## config.mk

```make
export PLATFORM = sky130hd
export DESIGN_NAME = aes_key_word_server
export DESIGN_NICKNAME = d
export VERILOG_FILES = /design/src/rtl/aes_key_word_server.sv
export SDC_FILE = /design/constraint.sdc
export NUM_CORES = 2
export LEC_CHECK = 0
export BUFFER_PORTS_ARGS = -buffer_cell sky130_fd_sc_hd__buf_4
export CAP_MARGIN = 20
export CORE_MARGIN = 4
export CORE_UTILIZATION = 54
export CTS_CLUSTER_DIAMETER = 60
export DETAILED_ROUTE_END_ITERATION = 16
export GPL_TIMING_DRIVEN = 1
export PLACE_DENSITY_LB_ADDON = 0.2
export SLEW_MARGIN = 30
export SYNTH_ARGS = -nofsm -noshare
export SYNTH_HDL_FRONTEND = slang
export SYNTH_SLANG_ARGS = --single-unit
export TNS_END_PERCENT = 1
```

## constraint.sdc

```tcl
create_clock -name clk -period 41.6 [get_ports clk]
set_input_delay 8.32 -clock clk [delete_from_list [all_inputs] [get_ports clk]]
set_output_delay 8.32 -clock clk [all_outputs]
set_load 0.02 [all_outputs]
```

## src/rtl/aes_key_word_server.sv

```systemverilog
// AES-128 round-key word server: latches a cipher key on start and serves the 44
// expanded key words one per accepted next, expanding on the fly from a 4-word window.

// Shared S-box for four bytes: enc_dec=1 gives SubBytes, enc_dec=0 gives InvSubBytes.
// The S-box is computed as GF(2^8) inversion plus the affine map rather than a ROM.
module aes_subbytes_32bit_shared (
    input  logic [31:0] data_in,
    input  logic        enc_dec,
    output logic [31:0] data_out
);

    function automatic logic [7:0] gf_mul(input logic [7:0] a, input logic [7:0] b);
        logic [7:0] p;
        logic [7:0] x;
        p = 8'h00;
        x = a;
        for (int i = 0; i < 8; i++) begin
            if (b[i]) p = p ^ x;
            x = {x[6:0], 1'b0} ^ (x[7] ? 8'h1b : 8'h00);
        end
        return p;
    endfunction

    // a^254 == a^-1 for a != 0, and maps 0 to 0 as AES requires
    function automatic logic [7:0] gf_inv(input logic [7:0] a);
        logic [7:0] p;
        logic [7:0] r;
        p = a;
        r = 8'h01;
        for (int i = 0; i < 7; i++) begin
            p = gf_mul(p, p);
            r = gf_mul(r, p);
        end
        return r;
    endfunction

    function automatic logic [7:0] rotl8(input logic [7:0] x, input int n);
        return (x << n) | (x >> (8 - n));
    endfunction

    function automatic logic [7:0] sub_byte(input logic [7:0] b, input logic enc);
        logic [7:0] inv;
        logic [7:0] pre;
        if (enc) begin
            inv = gf_inv(b);
            return inv ^ rotl8(inv, 1) ^ rotl8(inv, 2) ^ rotl8(inv, 3) ^ rotl8(inv, 4) ^ 8'h63;
        end else begin
            pre = rotl8(b, 1) ^ rotl8(b, 3) ^ rotl8(b, 6) ^ 8'h05;
            return gf_inv(pre);
        end
    endfunction

    always_comb begin
        data_out = '0;
        for (int i = 0; i < 4; i++) begin
            data_out[8*i +: 8] = sub_byte(data_in[8*i +: 8], enc_dec);
        end
    end

endmodule

// state  | meaning
// IDLE   | no key latched since reset; ready=0, next ignored
// ACTIVE | serving w[word_addr]; ready=1 until reset
module aes_key_word_server #(
    parameter int NUM_WORDS = 44
) (
    input  logic         clk,
    input  logic         rst,
    input  logic         start,
    input  logic [127:0] key,
    input  logic         next,
    output logic [31:0]  round_key,
    output logic [5:0]   word_addr,
    output logic         ready
);

    if (NUM_WORDS != 44) begin : g_bad_num_words
        $error("aes_key_word_server supports only NUM_WORDS = 44 (AES-128)");
    end

    localparam logic [5:0] LAST_ADDR = 6'(NUM_WORDS - 1);

    typedef enum logic {
        IDLE,
        ACTIVE
    } state_t;

    state_t      state;
    logic [31:0] win [0:3];
    logic [7:0]  rcon;

    logic [31:0] rot_word;
    logic [31:0] sub_word;
    logic [31:0] t_word;
    logic [31:0] new_word;
    logic        advance;

    function automatic logic [7:0] xtime(input logic [7:0] b);
        return {b[6:0], 1'b0} ^ (b[7] ? 8'h1b : 8'h00);
    endfunction

    assign rot_word = {win[3][23:0], win[3][31:24]};

    aes_subbytes_32bit_shared u_subword (
        .data_in  (rot_word),
        .enc_dec  (1'b1),
        .data_out (sub_word)
    );

    // Once past the key words, word_addr tracks the window head, so the word being
    // produced is j = word_addr+1 and j%4==0 exactly when word_addr[1:0]==3.
    always_comb begin
        t_word   = win[3];
        if (word_addr[1:0] == 2'd3) begin
            t_word = sub_word ^ {rcon, 24'h000000};
        end
        new_word = win[0] ^ t_word;
    end

    assign advance = (state == ACTIVE) && next && (word_addr != LAST_ADDR);

    always_ff @(posedge clk or posedge rst) begin
        if (rst) begin
            state     <= IDLE;
            round_key <= '0;
            word_addr <= '0;
            ready     <= 1'b0;
            rcon      <= '0;
            for (int k = 0; k < 4; k++) begin
                win[k] <= '0;
            end
        end else if (start) begin
            win[0]    <= key[127:96];
            win[1]    <= key[95:64];
            win[2]    <= key[63:32];
            win[3]    <= key[31:0];
            rcon      <= 8'h01;
            word_addr <= '0;
            round_key <= key[127:96];
            ready     <= 1'b1;
            state     <= ACTIVE;
        end else if (advance) begin
            word_addr <= word_addr + 6'd1;
            if (word_addr < 6'd3) begin
                // Words 1..3 come straight from the latched key still held in the window.
                round_key <= win[word_addr[1:0] + 2'd1];
            end else begin
                win[0]    <= win[1];
                win[1]    <= win[2];
                win[2]    <= win[3];
                win[3]    <= new_word;
                round_key <= new_word;
                if (word_addr[1:0] == 2'd3) begin
                    rcon <= xtime(rcon);
                end
            end
        end
    end

endmodule

```

==> flow_summary.toml <==
[outcome]
outcome = "complete, no violations"

[synth]
synth_edf_count = 0
ys_seq_elements = 175
synth_area_mm2 = 0.0667
synth.area.mux_share = 0.0695
synth_xor_area_frac = 0.458
ys_seq_area_frac = 0.0656
synth_top_area_frac = 0.208
netlist_instances = 8638
synth_adder_area_share = 0.00435
synth-compound-area-share = 0.165
yosysUniqueCellTypes = 119
synth_area_leaders = "xnor2_1 21%, xnor3_1 12%, nor2_1 6.8%"
syn_avg_cell_area_um2 = 7.73
syn_nets = 8790
yosys-top-cells-count = "1582 x xnor2_1, 1208 x nor2_1, 1007 x nand2_1"
yosys.area.top_type = "xnor2_1"
ys.flop_type = "dfrtp_1"
yosysMostFrequentCell = "xnor2_1"
synthSimpleGateAreaFrac = 0.190
yosys_warnings = 0
synthArstFlopShare = 1.00
synth_top_family_by_area = "XOR/XNOR gates"

[sta]
fmax_mhz = 52.3
finalCriticalPeriod_ps = 19100
worst_pin_slew_ps = 1020
drv_slew = 0
finalClockSkew_ps = 21.7
setup_viol = 0
post-route-period-util = 0.459
setup-tns-final_ps = 0
hold_viol = 0
max_slew_margin = 0.316
rsz0062_at_grt = "false"

[cells_and_area]
layout.nets = 8623
seq_area_mm2 = 0.00438
nFillCells = 11240
layout-drive-gt1-share = 0.107
final_util = 0.577
synthToLayoutAreaGrowth_pct = 5.74
multi_input_area_mm2 = 0.0599

[setup_path]
r2r_cells = 55
cp_common_cell = "xor2_1"
worst-path-max-fanout = 20
worstSetupEndpointType = "register"
cpLargestDelayFamily = "XOR/XNOR gates"
setup.worst_path.start = "rot_word[31]"
worstPathRequired_ps = 41960
crit_cells = 55
rr_startpoint = "rot_word[31]"
critPathMaxStageDelay_ps = 810
cp_num_buf_inv = 2
crit_path_start_kind = "register"
critPathKind = "reg -> reg"
cp.arrival_ps = 19460
crit_slowest_cell = "dfrtp_1"

[cts]
ctsRootBufferMaster = "clkbuf_16"
cts_buffer_depth = 2
ctsResizeCount = 0
cts_htree_levels = 4
tritoncts = "done"
cts_buffers = 17
clk_latency_ps = 470
clk_pin_slew_ps = 80
postCtsHoldBufs = 0
numClockSinks = 175
post_cts_buffers = 0

[floorplanning]
io_pins = 171
start_util = 0.546
std_cell_rows = 128
die_x_um = 360
core-area_mm2 = 0.122
die_area_mm2 = 0.129
die_y_um = 360

[global_routing]
grt_overflow = 0
grt_max_degree = 166
grt_usage = 0.308
grt_pass1_vias = 57581
antenna_found_initial = 16
grt_pass1_wl_mm = 331

[route]
drt_wl_total_mm = 211
drt-initial-drc-count = 7189
ant_nets = 0
avgViaCountPerCell = 6.18
routed-via-count = 62509
firstDrtPassIters = 8
drc = 0
wl_per_cell_um = 20.8

[worst_hold_path]
hold_start = "rcon[5]"
hold_class = "reg -> reg"
worstHoldPathCells = 2

[place]
post-dp-hpwl_mm = 155
gp_congestion = 0.935
numPortBuffers = 170

[job]
max_cap_viol_count = 0
routing by layer:
| layer | global-route usage | part of all wire |
|---|---|---|
| met4 | 0.0746 | 0.025 |
| met3 | 0.0551 | 0.093 |
| met1 | 0.440 | 0.44 |
| met5 | 0 | 0.00060 |
| met2 | 0.484 | 0.45 |
worst register-to-register path, delay by kind of cell (launching register included):
family	cells	cell delay, ps
XOR/XNOR	22	8360
AND/OR/NAND/NOR	12	3570
AO/OA/AOI/OAI	10	2790
multiplexers	6	1580
adder cells (fa/ha/maj)	3	1400
flip-flops	1	810
buffers and inverters	2	490
per-stage QoR:
step | area (um^2) | instances | hold slack (ps) | setup WS, ps
detailed placement | 69900 | 10076 | 546 | 22650
global placement | 69700 | 10076 | 540 | 23090
finish | 70600 | 10115 | 557 | 22500
floorplan | 66700 | 8638 | 515 | 26620
CTS | 70400 | 10107 | 559 | 22520
global route | 70500 | 10110 | 573 | 21160
cells by family (layout without fill, tap and decap cells):
kind of cell | count (synthesis) | count (layout)
fa+ha+maj | 24 | 24
xor+xnor | 2623 | 2623
other cells | 0 | 7
compound gates | 1712 | 1712
flops | 175 | 175
simple gates | 2965 | 2965
buf+inv | 725 | 570
mux | 414 | 414
cell usage in the layout, fill, tap and decap left out, types with 24 or more instances in the layout:
cell type,instances
dfrtp_1,174
or3_1,33
o31ai_1,35
o22ai_1,100
xor3_1,55
and2_1,46
xnor2_1,1520
a211oi_1,81
mux2i_1,336
a32oi_1,24
o21ai_0,401
nand2_1,1006
xor2_2,51
o211ai_1,62
xnor3_2,33
mux2_2,34
xnor2_2,154
o221ai_1,40
nand3_1,152
a21oi_1,448
and3_1,43
nand2b_1,58
o21ai_1,54
a221oi_1,34
nor2b_1,49
xnor3_1,342
nor2_1,1205
o32ai_1,26
xor2_1,432
a22oi_1,68
a31oi_1,71
buf_4,429
nor3_1,220
mux4_2,35
inv_1,76
worst paths after layout:
kind	slack [ps]	endpoint
setup / recovery	22500	round_key[27]
min in group asynchronous	7970	round_key[15]
max in group asynchronous	32480	win[110]
setup reg to reg	22500	round_key[27]
hold reg to reg	560	rcon[6]
hold / removal	560	rcon[6]
final cells by class:
cell class	instances	area share
Clock buffer	17	0.00603
Clock inverter	14	0.00211
Inverter	107	0.00580
Timing Repair Buffer	432	0.0461
Tap cell	1625	0.0288
Antenna cell	7	0.000248
Sequential cell	175	0.0621
Multi-Input combinational cell	7738	0.849
state kept, by name, indices dropped and copies added (netlist names):
| name | flops |
|---|---|
| rcon | 8 |
| rot_word | 32 |
| round_key | 32 |
| state | 1 |
| win | 96 |
| word_addr | 6 |
Power is not shown: default switching activity piles up to over one toggle a cycle in this logic, so the estimate is an artifact.
